$ cat src/rtl/lfsr_rr_server.sv
// Round-robin server handing out words of one shared Fibonacci LFSR to NREQ requesters.
// Build option: define LFSR_FREE_RUN_EN to let the LFSR step every READY cycle.
module lfsr_rr_server #(
  parameter int               WIDTH  = 4,
  parameter int               NREQ   = 4,
  parameter logic [WIDTH-1:0] TAPS   = WIDTH'(4'b1100),
  parameter int               WARMUP = 3
) (
  input  logic             clk,
  input  logic             rstn,
  input  logic             seed_load,
  input  logic [WIDTH-1:0] seed,
  input  logic [NREQ-1:0]  req,
  output logic [NREQ-1:0]  gnt,
  output logic [WIDTH-1:0] rnd,
  output logic             rnd_valid,
  output logic             busy,
  output logic [1:0]       o_dbg_state
);

  localparam int PW = (NREQ > 1) ? $clog2(NREQ) : 1;
  localparam int CW = $clog2(WARMUP + 1);
  localparam logic [CW-1:0] WARM_INIT = CW'(WARMUP);

`ifdef LFSR_FREE_RUN_EN
  localparam bit FREE_RUN = 1'b1;
`else
  localparam bit FREE_RUN = 1'b0;
`endif

  typedef enum logic [1:0] {
    ST_WARM  = 2'd0,
    ST_READY = 2'd1,
    ST_SEED  = 2'd2
  } state_t;

  // Handshake: req is a level, sampled on the rising edge while READY; the
  // matching gnt/rnd/rnd_valid appear for exactly the following cycle.
  state_t           r_state, w_state_nxt;
  logic [WIDTH-1:0] r_lfsr, w_lfsr_nxt;
  logic [WIDTH-1:0] r_rnd, w_rnd_nxt;
  logic [NREQ-1:0]  r_gnt, w_gnt_nxt;
  logic             r_valid, w_valid_nxt;
  logic [PW-1:0]    r_ptr, w_ptr_nxt;
  logic [CW-1:0]    r_cnt, w_cnt_nxt;

  logic [WIDTH-1:0] w_lfsr_step;
  logic [WIDTH-1:0] w_seed_fix;
  logic             w_found;
  logic [PW-1:0]    w_win;
  logic [PW-1:0]    w_ptr_adv;

  assign w_lfsr_step = {r_lfsr[WIDTH-2:0], ^(r_lfsr & TAPS)};
  // The all-zero state is a lock-up state for this LFSR, so it is never loaded.
  assign w_seed_fix  = (seed == '0) ? WIDTH'(1) : seed;

  always_comb begin : rr_pick
    int idx;
    w_found = 1'b0;
    w_win   = '0;
    idx     = 0;
    for (int i = 0; i < NREQ; i++) begin
      idx = int'(r_ptr) + i;
      if (idx >= NREQ) idx = idx - NREQ;
      if (!w_found && req[PW'(idx)]) begin
        w_found = 1'b1;
        w_win   = PW'(idx);
      end
    end
  end

  assign w_ptr_adv = (w_win == PW'(NREQ - 1)) ? '0 : w_win + PW'(1);

  always_comb begin
    w_state_nxt = r_state;
    w_lfsr_nxt  = r_lfsr;
    w_cnt_nxt   = r_cnt;
    w_gnt_nxt   = '0;
    w_valid_nxt = 1'b0;
    w_rnd_nxt   = r_rnd;
    w_ptr_nxt   = r_ptr;
    if (seed_load) begin
      w_lfsr_nxt  = w_seed_fix;
      w_state_nxt = ST_SEED;
    end else begin
      case (r_state)
        ST_WARM: begin
          w_lfsr_nxt = w_lfsr_step;
          if (r_cnt <= CW'(1)) w_state_nxt = ST_READY;
          else                 w_cnt_nxt   = r_cnt - CW'(1);
        end
        ST_SEED: begin
          w_cnt_nxt   = WARM_INIT;
          w_state_nxt = ST_WARM;
        end
        ST_READY: begin
          if (FREE_RUN || w_found) w_lfsr_nxt = w_lfsr_step;
          if (w_found) begin
            w_gnt_nxt   = NREQ'(1) << w_win;
            w_rnd_nxt   = r_lfsr;
            w_valid_nxt = 1'b1;
            w_ptr_nxt   = w_ptr_adv;
          end
        end
        default: w_state_nxt = ST_WARM;
      endcase
    end
  end

  always_ff @(posedge clk or negedge rstn) begin
    if (!rstn) begin
      r_state <= ST_WARM;
      r_lfsr  <= WIDTH'(1);
      r_cnt   <= WARM_INIT;
      r_gnt   <= '0;
      r_rnd   <= '0;
      r_valid <= 1'b0;
      r_ptr   <= '0;
    end else begin
      r_state <= w_state_nxt;
      r_lfsr  <= w_lfsr_nxt;
      r_cnt   <= w_cnt_nxt;
      r_gnt   <= w_gnt_nxt;
      r_rnd   <= w_rnd_nxt;
      r_valid <= w_valid_nxt;
      r_ptr   <= w_ptr_nxt;
    end
  end

  assign gnt         = r_gnt;
  assign rnd         = r_rnd;
  assign rnd_valid   = r_valid;
  assign busy        = (r_state != ST_READY);
  assign o_dbg_state = r_state;

endmodule

$ cat config.mk
export PLATFORM = sky130hd
export DESIGN_NAME = lfsr_rr_server
export DESIGN_NICKNAME = d
export VERILOG_FILES = /design/src/rtl/lfsr_rr_server.sv
export SDC_FILE = /design/constraint.sdc
export NUM_CORES = 1
export LEC_CHECK = 0
export ABC_AREA = 0
export BUFFER_PORTS_ARGS = -buffer_cell sky130_fd_sc_hd__buf_2
export CORE_ASPECT_RATIO = 1.2
export CORE_MARGIN = 2
export CORE_UTILIZATION = 45
export CTS_BUF_LIST = sky130_fd_sc_hd__clkbuf_8 sky130_fd_sc_hd__clkbuf_16
export CTS_CLUSTER_SIZE = 14
export DETAILED_ROUTE_END_ITERATION = 6
export MAX_ROUTING_LAYER = met4
export PLACE_DENSITY = 0.69
export SLEW_MARGIN = 40
export SYNTH_ARGS = -nofsm -noshare
export SYNTH_HDL_FRONTEND = slang
export SYNTH_SLANG_ARGS = --single-unit
$ cat constraint.sdc
create_clock -name clk -period 4.8 [get_ports clk]
set_input_delay 0.24 -clock clk [delete_from_list [all_inputs] [get_ports clk]]
set_output_delay 0.24 -clock clk [all_outputs]
set_load 0.1 [all_outputs]
==> impl_metrics.yaml, run 1 <==
outcome:
  run_status: "finished clean"
power_and_ir_drop:
  power.static_leakage_uw: 0.000558
  powerDensity_nw_per_um2: 560
  peak_supply_drop_v: 0.000329
  post-layout-total-power_uw: 662
timing:
  fin_crit_ps: 1700
  transition_time_at_the_pin_with_the_least_slew_margin_ps: 489
  final_min_period_over_clock_period_pct: 35.3
  worst_slew_margin_rel_pct: 67.6
  fin_setup_tns_ps: 0
  setup_ws_ps: 3100
  finalHoldViolCount: 0
  final_max_slew_viol_count: 0
  timing.fmax_ghz: 0.590
  fin_skew_ps: 4.08
  setup_viol: 0
  rsz0062_at_grt: "no"
synth:
  synth_top_cells_by_area: "dfrtp_1 40%, dfstp_2 7.9%, ha_1 6.3%"
  synth.cell_area_um2: 995
  ys_ff_latch: 19
  synth_cells: 90
  number_of_flops_mapped_to_enable_cells_by_yosys: 0
  synth_cell_type_count: 35
  yosysSeqAreaShare_pct: 48.2
  synth_area_leader_cell: "dfrtp_1"
  postSynth.asyncResetShare_pct: 100
  yosysMostFrequentCell: "dfrtp_1"
  mappedNetlistNets: 106
  syn_avg_cell_area_um2: 11.1
  ys_dominant_reg_cell: "dfrtp_1"
  ys.warnings.count: 0
  synth_largest_type_area_fraction_pct: 40.3
  synth_top_cells_by_count: "16 x dfrtp_1, 7 x nor3_1, 5 x ha_1"
cells_and_area:
  antenna-diode-count: 0
  layout.core_utilization_pct: 57.1
  fillerInstances: 194
  final_layout_size_suffix_gt1_share_pct: 35.4
  syn2layout_area_growth_pct: 18.9
  nNetsFinal: 130
placed_design:
  dp_worst_setup_slack_ps: 3080
  io_buffer_count: 22
  globalplace.congestion: 0.858
  hpwlAfterDp_mm: 1.34
grt:
  first_global_vias: 750
  grt-ovfl-total: 0
  largest_net_degree_at_the_start_of_global_routing: 20
  wire_length_of_the_first_global_routing_pass_mm: 3.16
  antenna_found_initial: 0
  grt.total_usage_pct: 17.3
worst_setup_path:
  critical_path_buf_inv_count: 0
  cp_slowest_cell: "dfrtp_1"
  worst_ep_required_time_ps: 4940
  path_delay_family: "flip-flops"
  timing.critical_path.fanout_max: 7
  worstReg2RegStart: "r_ptr[1]"
  rr_worst_depth: 5
  timing.critical_path.to_type: "register"
  crit_type: "register to register"
  r2r_setup_slack_ps: 3100
  max_stage_delay_ps: 450
  critical_path.startpoint_type: "register"
  critical_path.reg2reg.endpoint: "r_ptr[1]"
  critical_path.cell_chain: "nand2b_1 > a21o_1 > and3_1 > ha_1 > mux2_4"
  timing.critical_path.arrival_ps: 1840
cts:
  post_cts_resized: 0
  cts.sinks: 19
  cts-htree-levels: 1
  holdBufCountCts: 1
  clock_tree.root_cell: "clkbuf_8"
  register_clock_pin_slew_on_the_reported_worst_setup_and_hold_paths_ps: 70
  cts_tree: "built"
  clk_path_buf_depth: 2
  tritoncts.num_buffers: 3
  cts_setup_buffers: 0
  clk-insertion-delay-late_ps: 250
flow_run:
  maxCapViolCount: 0
worst_hold_path:
  timing.hold.worst_path_depth: 1
  hold-path-endpoint: "o_dbg_state[1]"
  class_of_the_worst_hold_path: "input pin to register"
  hold_path.startpoint: "seed_load"
floorplanning:
  row_count: 18
  die_h_um: 55.5
  core_region_area_um2: 2070
  fp.dieArea_um2: 2600
  initial_core_util_pct: 48.0
  io_pins: 23
  fp.dieW_um: 46.9
drt:
  initial_drc_count: 12
  number_of_drc_violations_after_detailed_routing: 0
  first_pass_detailed_route_iteration_total: 5
  route.vias.total: 753
  wirelength_mm: 1.74
  ant_nets: 0
  via_count_normalized_by_instance_count: 5.27
  detail_route.wl_per_cell_um: 12.1
==> layout make-up <==
| type | count | area, um2 | area share, % |
|---|---|---|---|
| repair buffers | 23 | 120 | 10.2 |
| clock buffers | 3 | 41.3 | 3.49 |
| multi-input cells | 62 | 480 | 40.6 |
| clock inverters | 1 | 5.00 | 0.423 |
| flip-flops and latches | 19 | 479 | 40.5 |
| inverters | 5 | 18.8 | 1.59 |
| well taps | 30 | 37.5 | 3.17 |
==> kinds of logic after synthesis <==
group / Yosys count / share of synthesized area (%)
simple gates: 30 / 17.5
compound gates: 20 / 15.3
flops: 19 / 48.2
buf+inv: 9 / 3.52
mux: 6 / 8.30
fa+ha+maj: 5 / 6.29
xor+xnor: 1 / 0.881
==> placed cells by master (no fill, tap or decap), drive strengths merged, types with 2 or more instances in the layout <==
cell / count
o21ai: 4
mux2: 6
o22ai: 4
nand2: 2
a32oi: 2
inv: 5
nor3: 7
dfrtp: 16
clkbuf: 3
dfstp: 3
buf: 22
nand2b: 4
and2: 4
ha: 5
a211oi: 3
a21oi: 2
nand3: 2
and3: 2
nor2: 3
==> power breakdown <==
part | internal, uW | total, uW | switching (uW) | leakage, uW
logic | 85.6 | 317 | 231 | 0.000303
clock network | 57.6 | 108 | 50.7 | 0.0000255
registers | 207 | 237 | 30.7 | 0.000230
total | 350 | 662 | 312 | 0.000558
==> worst max-delay path by stage <==
stage,startpoint,endpoint,slack [ps],depth (start not counted)
after floorplan,o_dbg_state[1],busy,2520,2
after CTS,r_ptr[1],r_ptr[1],3100,5
final,r_ptr[1],r_ptr[1],3100,5
after global routing,r_ptr[1],r_ptr[1],3020,5
after detailed placement,req[0],rnd[1],3080,5
after global placement,req[0],rnd[1],3090,5
==> routing by layer <==
layer | global-route usage (%) | wire, um | vias up
met5 | - | 0 | -
met4 | 11.9 | 57 | 0
met3 | 2.94 | 71 | 4
met2 | 25.8 | 848 | 18
met1 | 20.3 | 757 | 359
li1 | - | - | 372
==> stage by stage <==
stage	cells	cell area, um2	hold slack [ps]
2_1_floorplan	90	995	-55.6
3_3_place_gp	138	1130	195
3_5_place_dp	138	1130	197
4_1_cts	143	1180	194
5_1_grt	143	1180	206
6_report	143	1180	200
==> sequential cells by signal (all words and copies together) (netlist names) <==
signal and count:
rnd 4, r_lfsr 4, rnd_valid 1, r_cnt 2, gnt 4, r_ptr 2
o_dbg_state 2
(Power assumes the default switching activity.)
==> run 2, diff against run 1 <==
- PLACE_DENSITY: 0.69 -> 0.71
- clock period: 4.8 -> 1.5 ns (I/O delays scaled with it)
==> run 2 against run 1 <==
Compared with the run above: the run now ends with setup timing left; cell area up 9.8%; sequential share of layout area down 3.1 points; utilization up 5.6 points; worst setup slack worse by 3200 ps; clock-buffer cell count unchanged; die area unchanged; power rose to 3.4 times the previous value; sequential cell count unchanged; combinational power rose to 3.7 times the previous value; largest cell class unchanged; largest power group unchanged.
==> impl_metrics.yaml, run 2 (synthesis results as in run 1) <==
grt:
  grt-ovfl-total: 0
  first_global_vias: 773
  wire_length_of_the_first_global_routing_pass_mm: 3.41
  antenna_found_initial: 0
  largest_net_degree_at_the_start_of_global_routing: 20
  grt.total_usage_pct: 18.4
power_and_ir_drop:
  power.static_leakage_uw: 0.000597
  post-layout-total-power_uw: 2280
  peak_supply_drop_v: 0.000963
  powerDensity_nw_per_um2: 1760
timing:
  fin_setup_tns_ps: -81.8
  setup_viol: 1
  transition_time_at_the_pin_with_the_least_slew_margin_ps: 488
  fin_crit_ps: 1580
  finalHoldViolCount: 0
  final_min_period_over_clock_period_pct: 105
  worst_slew_margin_rel_pct: 67.7
  timing.fmax_ghz: 0.632
  fin_skew_ps: 1.52
  rsz0062_at_grt: "yes"
  setup_ws_ps: -81.8
  final_max_slew_viol_count: 0
placed_design:
  io_buffer_count: 22
  placed_cells: 144
  hpwlAfterDp_mm: 1.41
  globalplace.congestion: 0.899
worst_hold_path:
  class_of_the_worst_hold_path: "input pin to register"
worst_setup_path:
  timing.critical_path.arrival_ps: 1720
  worst_ep_required_time_ps: 1640
  cp_slowest_cell: "dfrtp_2"
  crit_type: "register to register"
  critical_path.startpoint_type: "register"
  max_stage_delay_ps: 440
  cp_common_cell: "mux2_4"
  critical_path.cell_chain: "mux2_4 > nand2_2 > and3_4 > ha_4 > mux2_4"
  timing.critical_path.fanout_max: 5
  timing.critical_path.to_type: "register"
  critical_path_buf_inv_count: 0
  r2r_setup_slack_ps: -80
  path_delay_family: "multiplexers"
drt:
  wirelength_mm: 1.90
  via_count_normalized_by_instance_count: 5.09
  detail_route.wl_per_cell_um: 12.6
  initial_drc_count: 12
  number_of_drc_violations_after_detailed_routing: 0
  ant_nets: 0
  route.vias.total: 764
  first_pass_detailed_route_iteration_total: 4
floorplanning:
  io_pins: 23
  fp.dieArea_um2: 2600
  row_count: 18
  core_region_area_um2: 2070
  die_h_um: 55.5
  initial_core_util_pct: 48.0
  fp.dieW_um: 46.9
cells_and_area:
  final_layout_size_suffix_gt1_share_pct: 49.2
  nNetsFinal: 137
  fillerInstances: 180
  finalNonFillerCells: 150
  layout.core_utilization_pct: 62.7
  layout_common_cells: "22 x buf_2, 13 x dfrtp_1, 7 x nor3_1, 7 x buf_4, 5 x mux2_4"
  syn2layout_area_growth_pct: 30.6
  layout.cells.most_common: "buf_2"
  antenna-diode-count: 0
outcome:
  run_status: "finished with violations"
  violations: "setup timing"
cts:
  cts.sinks: 19
  cts-htree-levels: 1
  clk_path_buf_depth: 2
  tritoncts.num_buffers: 3
  register_clock_pin_slew_on_the_reported_worst_setup_and_hold_paths_ps: 70
  cts_tree: "built"
  clock_tree.root_cell: "clkbuf_8"
  clk-insertion-delay-late_ps: 250
flow_run:
  maxCapViolCount: 0
[run 2: cell count changes in the layout (fill, tap and decap cells not counted), sizes merged]
cell / before / now
buf: 22 / 29
[run 2: repair_timing]
action,CTS,global route
hold buffers,1,0
setup buffers,1,0
pin swaps,3,0
endpoints found under the setup margin,4,4
gates resized for setup,5,4
hold endpoints to repair,16,0
[run 2: power by group]
group | internal, uW | total [uW] | switching [uW]
registers | 666 | 762 | 95.9
logic | 381 | 1180 | 796
clock network | 184 | 342 | 157
[run 2: path summary, 6_finish.rpt]
check | from | end | cells after the start
min reg2reg | r_cnt[0] | r_cnt[0] | 2
max | r_ptr[1] | r_ptr[1] | 5
max reg2reg | r_ptr[1] | r_ptr[1] | 5
min in group asynchronous | rstn | o_dbg_state[1] | 2
min | seed_load | o_dbg_state[1] | 1
max in group asynchronous | rstn | r_lfsr[0] | 2
[run 2: through the flow]
stage | hold WS [ps] | setup WS (ps) | cell area (um2)
global route | 62.2 | -120 | 1300
global placement | 27.8 | -55.5 | 1190
finish | 55.7 | -81.8 | 1300
floorplan | -221 | -95.6 | 1020
CTS | 48.5 | -62.8 | 1280
detailed placement | 34.2 | -114 | 1190
[run 2: per-layer routing]
| metal | global-route usage (%) | part of all wire (%) | wire length [um] | up-vias |
|---|---|---|---|---|
| li1 | - | - | - | 385 |
| met1 | 21.3 | 45 | 862 | 359 |
| met2 | 29.7 | 50 | 947 | 18 |
| met3 | 2.94 | 3.0 | 57 | 2 |
| met4 | 8.33 | 1.4 | 27 | 0 |
| met5 | - | 0 | 0 | - |
[run 2: worst register-to-register path, stage by stage (launching register included)]
cell and delay [ps]:
dfrtp_2 440, mux2_4 320, nand2_2 70, and3_4 200
ha_4 190, mux2_4 250
[run 2: final cells by class]
cell class / count / area (um2) / share of cell area (%)
Clock buffer: 3 / 41.3 / 3.18
Clock inverter: 1 / 5.00 / 0.385
Inverter: 5 / 21.3 / 1.64
Multi-Input combinational cell: 62 / 536 / 41.2
Sequential cell: 19 / 485 / 37.4
Tap cell: 30 / 37.5 / 2.89
Timing Repair Buffer: 30 / 173 / 13.3
